--- src/rtl/sha256_msg_padder.sv ---
// Pads a big-endian 32-bit word stream into 512-bit SHA-256 blocks.
// It appends the 0x80 marker, zero fill and the 64-bit bit length, and flags first/last blocks.
module sha256_msg_padder #(
  parameter int LEN_W = 64
) (
  input  logic         CLK,
  input  logic         reset,
  input  logic [31:0]  in_data,
  input  logic         in_valid,
  output logic         in_ready,
  input  logic         in_last,
  input  logic [2:0]   in_nbytes,
  output logic [511:0] blk_data,
  output logic         blk_valid,
  input  logic         blk_ready,
  output logic         blk_first,
  output logic         blk_last
);

  localparam int CW = LEN_W - 3;

  typedef enum logic {ST_FILL, ST_EMIT} state_t;

  state_t      state_reg;
  logic [3:0]  w_reg;
  logic [CW-1:0] cnt_reg;
  logic        first_pending_reg;
  logic        in_ready_reg;
  logic        blk_valid_reg;
  logic        blk_first_reg;
  logic        blk_last_reg;
  logic        extra_pending_reg;
  logic        marker_in_extra_reg;

  logic        accept;
  logic        take;
  logic [2:0]  n_eff;
  logic [2:0]  n_add;
  logic [CW-1:0] cnt_acc;
  logic [LEN_W-1:0] bits_acc;
  logic [LEN_W-1:0] bits_cur;
  logic [63:0] len_acc;
  logic [63:0] len_cur;
  logic [4:0]  p_ext;
  logic        fits;
  logic [31:0] last_word;

  assign accept = (state_reg == ST_FILL) && in_ready_reg && in_valid;
  assign take   = (state_reg == ST_EMIT) && blk_valid_reg && blk_ready;

  // Out-of-range byte counts are treated as a full word.
  assign n_eff    = (in_nbytes > 3'd4) ? 3'd4 : in_nbytes;
  assign n_add    = in_last ? n_eff : 3'd4;
  assign cnt_acc  = cnt_reg + CW'(n_add);
  assign bits_acc = {cnt_acc, 3'b000};
  assign bits_cur = {cnt_reg, 3'b000};
  assign len_acc  = 64'(bits_acc);
  assign len_cur  = 64'(bits_cur);

  // Word index holding the 0x80 marker; 16 means it spills into the extra block.
  assign p_ext = {1'b0, w_reg} + ((n_eff == 3'd4) ? 5'd1 : 5'd0);
  assign fits  = (p_ext <= 5'd13);

  genvar gi;
  generate
    for (gi = 0; gi < 4; gi++) begin : g_byte
      always_comb begin
        if (3'(gi) < n_eff)
          last_word[31-8*gi -: 8] = in_data[31-8*gi -: 8];
        else if (3'(gi) == n_eff)
          last_word[31-8*gi -: 8] = 8'h80;
        else
          last_word[31-8*gi -: 8] = 8'h00;
      end
    end
  endgenerate

  generate
    for (gi = 0; gi < 16; gi++) begin : g_word
      logic [31:0] word_reg;
      logic [31:0] word_next;

      always_comb begin
        word_next = word_reg;
        if (accept) begin
          if (w_reg == 4'(gi))
            word_next = in_last ? last_word : in_data;
          else if (in_last && (n_eff == 3'd4) && (p_ext == 5'(gi)))
            word_next = 32'h8000_0000;
          if (in_last && fits && (gi == 14))
            word_next = len_acc[63:32];
          if (in_last && fits && (gi == 15))
            word_next = len_acc[31:0];
        end else if (take) begin
          // Either build the trailing length-only block or clear for the next fill.
          word_next = 32'h0;
          if (extra_pending_reg) begin
            if (gi == 0)
              word_next = marker_in_extra_reg ? 32'h8000_0000 : 32'h0;
            if (gi == 14)
              word_next = len_cur[63:32];
            if (gi == 15)
              word_next = len_cur[31:0];
          end
        end
      end

      always_ff @(posedge CLK) begin
        if (reset)
          word_reg <= 32'h0;
        else
          word_reg <= word_next;
      end

      assign blk_data[511-32*gi -: 32] = word_reg;
    end
  endgenerate

  always_ff @(posedge CLK) begin
    if (reset) begin
      state_reg           <= ST_FILL;
      w_reg               <= 4'd0;
      cnt_reg             <= '0;
      first_pending_reg   <= 1'b1;
      in_ready_reg        <= 1'b0;
      blk_valid_reg       <= 1'b0;
      blk_first_reg       <= 1'b0;
      blk_last_reg        <= 1'b0;
      extra_pending_reg   <= 1'b0;
      marker_in_extra_reg <= 1'b0;
    end else begin
      case (state_reg)
        ST_FILL: begin
          in_ready_reg <= 1'b1;
          if (accept) begin
            cnt_reg <= cnt_acc;
            w_reg   <= w_reg + 4'd1;
            if (in_last || (w_reg == 4'd15)) begin
              state_reg           <= ST_EMIT;
              in_ready_reg        <= 1'b0;
              blk_valid_reg       <= 1'b1;
              blk_first_reg       <= first_pending_reg;
              w_reg               <= 4'd0;
              blk_last_reg        <= in_last && fits;
              extra_pending_reg   <= in_last && !fits;
              marker_in_extra_reg <= in_last && (p_ext == 5'd16);
            end
          end
        end
        ST_EMIT: begin
          if (take) begin
            first_pending_reg <= 1'b0;
            if (extra_pending_reg) begin
              // Stay in EMIT: the extra block is presented on the very next cycle.
              extra_pending_reg <= 1'b0;
              blk_first_reg     <= 1'b0;
              blk_last_reg      <= 1'b1;
            end else begin
              state_reg     <= ST_FILL;
              w_reg         <= 4'd0;
              in_ready_reg  <= 1'b1;
              blk_valid_reg <= 1'b0;
              blk_first_reg <= 1'b0;
              blk_last_reg  <= 1'b0;
              if (blk_last_reg) begin
                cnt_reg           <= '0;
                first_pending_reg <= 1'b1;
              end
            end
          end
        end
      endcase
    end
  end

  assign in_ready  = in_ready_reg;
  assign blk_valid = blk_valid_reg;
  assign blk_first = blk_first_reg;
  assign blk_last  = blk_last_reg;

endmodule

--- config.mk ---
export PLATFORM = sky130hd
export DESIGN_NAME = sha256_msg_padder
export DESIGN_NICKNAME = d
export VERILOG_FILES = /design/src/rtl/sha256_msg_padder.sv
export SDC_FILE = /design/constraint.sdc
export NUM_CORES = 1
export LEC_CHECK = 0
export ABC_AREA = 1
export ABC_CLOCK_PERIOD_IN_PS = 4200
export CORE_ASPECT_RATIO = 0.7
export CORE_MARGIN = 2
export CORE_UTILIZATION = 47
export CTS_CLUSTER_DIAMETER = 200
export DETAILED_ROUTE_END_ITERATION = 12
export GPL_TIMING_DRIVEN = 0
export PLACE_DENSITY = 0.76
export SLEW_MARGIN = 20
export SYNTH_ARGS = -nofsm -noshare
export SYNTH_HDL_FRONTEND = slang
export SYNTH_SLANG_ARGS = --single-unit
export TNS_END_PERCENT = 1
--- constraint.sdc ---
create_clock -name CLK -period 4.2 [get_ports CLK]
set_input_delay 0.84 -clock CLK [delete_from_list [all_inputs] [get_ports CLK]]
set_output_delay 0.84 -clock CLK [all_outputs]
set_load 0.005 [all_outputs]
**Word-level counts from Yosys, hierarchy flattened**

Index checks and enable logic that the tools add are counted.

- Bits in registers: 585
- Bits of input ports: 40

- $add $sub $neg: 3
- Order comparisons: 6
- Equality and inequality tests: 56
- Mux-type cells: 108
- Bitwise operators: 1
- Reduce and logical (&&, ||, !) cells: 53

Operators with widths:

| kind | count |
|---|---|
| 2-to-1 mux 32 bit | 59 |
| 2-to-1 mux 61 bit | 4 |
| one-hot mux 61 bit (2 select lines) | 1 |
| 2-to-1 mux 8 bit | 8 |
| adder 61 x 3 -> 61 bit | 1 |
| != test 3 x 1 -> 1 bit (second input constant) | 14 |
| equality test 5 x 4 -> 1 bit (second input constant) | 8 |
| AND reduction 2 bit | 18 |
| equality test 4 bit (second input constant) | 8 |
| logical AND 1 bit | 24 |
| 2-to-1 mux 1 bit | 23 |
| equality test 5 x 3 -> 1 bit (second input constant) | 4 |
| equality test 4 x 3 -> 1 bit (second input constant) | 4 |
| 2-to-1 mux 4 bit | 4 |
| one-hot mux 1 bit (2 select lines) | 6 |
| equality test 5 x 2 -> 1 bit (second input constant) | 2 |
| AND reduction 3 bit | 3 |
| equality test 4 x 2 -> 1 bit (second input constant) | 2 |
| != test 4 x 1 -> 1 bit (second input constant) | 2 |
| one-hot mux 4 bit (2 select lines) | 1 |
| AND reduction 4 bit | 2 |
| equality test 2 x 3 -> 1 bit (first input constant) | 2 |
| < comparator 1 x 3 -> 1 bit (first input constant) | 2 |
| < comparator 2 x 3 -> 1 bit (first input constant) | 2 |
| 19 further kinds | 23 |

**Depth between registers and ports, before layout**

- Depth after elaboration: 11
- Mapped depth: 17
- Mapped depth without buffers: 17

**Worst setup path after synthesis**

No wires, ideal clock.

- Kind: input port to flip-flop
- Start: input port in_nbytes[2]
- End: register g_word[14].word_reg[29]
- Setup time: 0.070 ns
- Data arrival time: 2.579 ns
- Slack: 1.551 ns
- Cell stages on the path: 16
- Buffers on the path: 1
- Path through: inv_1 nand2_1 buf_2 nor2_1 fa_1 nand3_1 nand2_1 nand3_1 inv_1 nand2_1 inv_1 nand2_1 nand2_1 nand2_1 nand2_1 a21oi_1

- Cells in the longest elaborated chain, start to end: 9
- Elaborated cells between the ends (all ways): 20

RTL lines:

| what | RTL line | RTL |
|---|---|---|
| start: declaration | 12 | `input logic [2:0] in_nbytes,` |
| > comparator 3 bit | 52 | `assign n_eff = (in_nbytes > 3'd4) ? 3'd4 : in_nbytes;` |
| 2-to-1 mux 3 bit (*) | 52 |  |
| equality test 3 bit | 61, 88 |  |
| 2-to-1 mux 1 bit | 61 | `assign p_ext = {1'b0, w_reg} + ((n_eff == 3'd4) ? 5'd1 : 5'd0);` |
| adder 4 x 1 -> 5 bit | 61 |  |
| <= comparator 5 x 4 -> 1 bit or equality test 5 x 4 -> 1 bit (tied branches) | 62, 88 |  |
| logical AND 1 bit, on equally long branches | 90, 88 |  |
| != test 4 x 1 -> 1 bit (no line) or 2-to-1 mux 32 bit (tied branches) | - |  |
| AND reduction 2 bit (no line) or 2-to-1 mux 32 bit (tied branches) | - |  |
| end signal: assignment | 112 | `word_reg <= word_next;` |
| end: declaration | 80 | `logic [31:0] word_reg;` |

Every way passes the cells marked *; elsewhere a longest branch is shown, timed or not.
A chain may end at the register's enable or synchronous reset.

**Worst setup path in the final report**

- Start: input port in_last
- End: register g_word[14].word_reg[26]

- Cells in the longest elaborated chain, start to end: 4
- Elaborated cells between the ends (all ways): 11

RTL lines:

| what | RTL line | RTL |
|---|---|---|
| start: declaration | 11 | `input logic in_last,` |
| 2-to-1 mux 3 bit, or another cell as far along | 53 | `assign n_add = in_last ? n_eff : 3'd4;` |
| adder 61 x 3 -> 61 bit, or another cell as far along | 54 | `assign cnt_acc = cnt_reg + CW'(n_add);` |
| 2-to-1 mux 32 bit or != test 4 x 1 -> 1 bit (tied branches) | - |  |
| 2-to-1 mux 32 bit or AND reduction 2 bit (tied branches) | - |  |

Parallel ways exist; a longest one is shown, timed or not.

==> metrics <==
gpl congestion=1.027; Synth Register Bits=585; status=finished, violations left; R2R Path End=g_word[14].word_reg[29]$_SDFFE_PP0P_; Primary FF master, synth=dfxtp_1; CP arrival=4.82 ns; EDFF count, synth=0; largest net degree at the start of global routing=16; TNS Setup=-0.06274 ns; Tot Pwr=12350 uW; die width=281.9 um; depth of the most critical reg-to-reg path=13; hold_buf cts=0; Mapped Nets=3812; Post-Syn Area=0.02540 mm^2; first-pass GRT wire length=180600 um; average wire per standard cell=25.22 um; Slew @ Worst Pin=1.299 ns; worst hold path type=reg -> reg; post-synth cell types=39; Post-Synth XOR/XNOR Area=0.007241; Layout Area Growth over Synthesis=33.00%; Core Rows=71; share of cells above drive strength 1=0.05205; CP cell instances=clkdlybuf4s50_1, nand2_1, clkbuf_4, nor2_2, ha_1, nand3_1, nand3_1, nand2_1, inv_1, nand2_1, inv_1, nand2_1, nand2_1, nand2_1, nand2_1, a21oi_1; Fillers=4909; asr flop ratio synth=0; Simple-Gate Fraction of Synth Area=0.3197; CTS tree=yes; drt initial violations=4440; relative slew slack=0.1341; post-synth top area share=0.4611; Clock Skew=0.02579 ns; Port Buffers=554; hold path start=g_word[2].word_reg[6]$_SDFFE_PP0P_; most frequent cells after synthesis=nand2_1, dfxtp_1, a21oi_1; Clock transition at path regs=0.07 ns; synthesized area per cell=6.752 um^2; H-tree depth=2; Final WS setup=-0.06274 ns; Worst Hold Depth=2; die extent in y=198.5 um; Max Clk Rate=234.6 MHz; max reg flops=512; final net count=4425; Final Max Slew Viols=0; largest cells by area after synthesis=dfxtp_1, nand2_1, a21oi_1; # setup viols final=1; hold path endpoint=g_word[2].word_reg[6]$_SDFFE_PP0P_; Initial Util=0.4742; Vias/cell=5.785; CP max-delay cell=clkdlybuf4s50_1; Final Hold Vio Count=0; Area after DPL=0.03189 mm^2; Pleak=0.01203 uW; P per Cell Area=365.5 mW/mm^2; largest family of logic cells by synthesized area=simple AND/OR/NAND/NOR gates; Tot GR Track Use=0.4473; Syn Inst Count=3762; peak per-stage delay on the critical path=0.64 ns; Critical Path Source Type=input port; total detailed-routing wirelength=130000 um; Ports=556; gr ovfl total=0; Root Driver=clkbuf_16; core footprint=0.05357 mm^2; Synth Area in Compound Gates=0.1322; DRC=0; critical path's most frequent cell=nand2_1; fin area=0.03378 mm^2; most frequent cell after synthesis=nand2_1; Worst setup EP type=flop; DRT antenna net count=0; biggest area consumer among synthesized cells=dfxtp_1; Tmin final=4.263 ns; Worst Path Max Fanout=10; total die area=0.05595 mm^2; WP data required=4.76 ns; Final HPWL DP=99430 um; Crit Path Category=in -> reg; Via Count=29820; TritonRoute pass-1 iters=6; Peak VDD IR=308.8 uV; RSZ-0062 raised after global routing=true; number of global-route vias before repair=25980; Num CTS Buffers=55; Synth Area in Adders=0.005222; initial antenna violation count=2; Seq/Total Area, Yosys=0.4611; Crit. path cell count=16; Crit path max-delay family=simple AND/OR/NAND/NOR gates; flop-to-flop setup slack=1.30 ns; post-synthesis mux area share=0; reported max-cap violation count=0; violated checks=setup timing; worst skew pair latency=0.65 ns; final core utilization=0.6306; Yosys warning total=0; crit path buf inv count=4; CTS max path bufs=3; fin crit share=1.015; Critical R2R Launch=cnt_reg[0]$_SDFFE_PP0P_; Num Clock Sinks=585
==> placed cells by master, fill, tap and decap left out, types with 3 or more instances in the layout <==
cell and n:
a21oi_1 564, buf_1 11, buf_2 81, buf_4 10, buf_6 5, bufinv_16 3, clkbuf_1 145, clkbuf_16 56
clkbuf_2 4, clkbuf_8 13, clkdlybuf4s50_1 554, clkinv_1 3, clkinv_2 11, clkinvlp_4 4, dfxtp_1 585, diode_2 5
ha_1 9, inv_1 201, inv_2 7, nand2_1 1471, nand2_2 3, nand2_4 4, nand3_1 178, nand3b_1 11
nand4_1 26, nor2_1 293, nor2_2 13, nor3_1 17, o21ai_0 75, o21bai_1 14, xnor2_1 6, xor2_1 15
==> routing by layer <==
| layer | GRT usage | vias up | wire length (um) |
|---|---|---|---|
| li1 | - | 13160 | - |
| met1 | 0.6387 | 14050 | 54550 |
| met2 | 0.6079 | 2257 | 50100 |
| met3 | 0.1559 | 349 | 19670 |
| met4 | 0.1779 | 2 | 5626 |
| met5 | 0 | - | 18 |
==> tightest hold or removal path, delay by kind of cell (launching register included) <==
family	cells	cell delay (ns)
compound gates	1	0.05
flops	1	0.31
simple gates	1	0.06
==> worst max path at each step <==
stage                  from                                    to  slack (ns)
6_report            in_last  g_word[14].word_reg[26]$_SDFFE_PP0P_       -0.06
5_1_grt             in_last  g_word[15].word_reg[29]$_SDFFE_PP0P_       -0.02
4_1_cts             in_last              cnt_reg[29]$_SDFFE_PP0P_        0.08
3_5_place_dp   in_nbytes[2]              cnt_reg[29]$_SDFFE_PP0P_       -0.57
3_3_place_gp        in_last  g_word[14].word_reg[26]$_SDFFE_PP0P_       -0.63
2_1_floorplan  in_nbytes[2]  g_word[14].word_reg[29]$_SDFFE_PP0P_        1.55
==> layout make-up <==
class	instances	area, um^2	share of cell area
diodes	5	12.51	0.0003704
flip-flops and latches	585	11710	0.3467
clock buffers	80	1622	0.04800
well taps	730	913.4	0.02704
repair buffers	556	5575	0.1650
plain buffers	246	1109	0.03282
inverters	211	792.0	0.02345
clock inverters	21	234.0	0.006926
multi-input cells	2720	11810	0.3497
==> power by group <==
group / internal, uW / switching, uW / total (uW)
sequential: 5630 / 65.2 / 5700
combinational: 384 / 1010 / 1390
clock: 2880 / 2370 / 5250
==> metrics by stage <==
stage          hold slack [ns]  std cells  setup slack (ns)
2_1_floorplan           0.4435       3762             1.551
3_3_place_gp            0.4464       5046           -0.6288
3_5_place_dp            0.4515       5048           -0.5659
4_1_cts                 0.4612       5149           0.07986
5_1_grt                 0.4738       5149          -0.02106
6_report                0.4622       5154          -0.06274
==> timing repair <==
item | 4_1_cts | 5_1_grt
gates resized for setup | 0 | 7
endpoints found under the setup margin | 0 | 50
setup buffers | 0 | 0
==> kinds of logic (layout without fill, tap and decap cells) <==
group / Yosys count / count (layout)
AND/OR/NAND/NOR: 2028 / 2028
AO/OA/AOI/OAI: 661 / 661
flip-flops: 585 / 585
buffers and inverters: 457 / 1114
XOR/XNOR: 21 / 21
adder cells (fa/ha/maj): 10 / 10
other: 0 / 5
No activity file was read; power rests on OpenSTA's default activity.
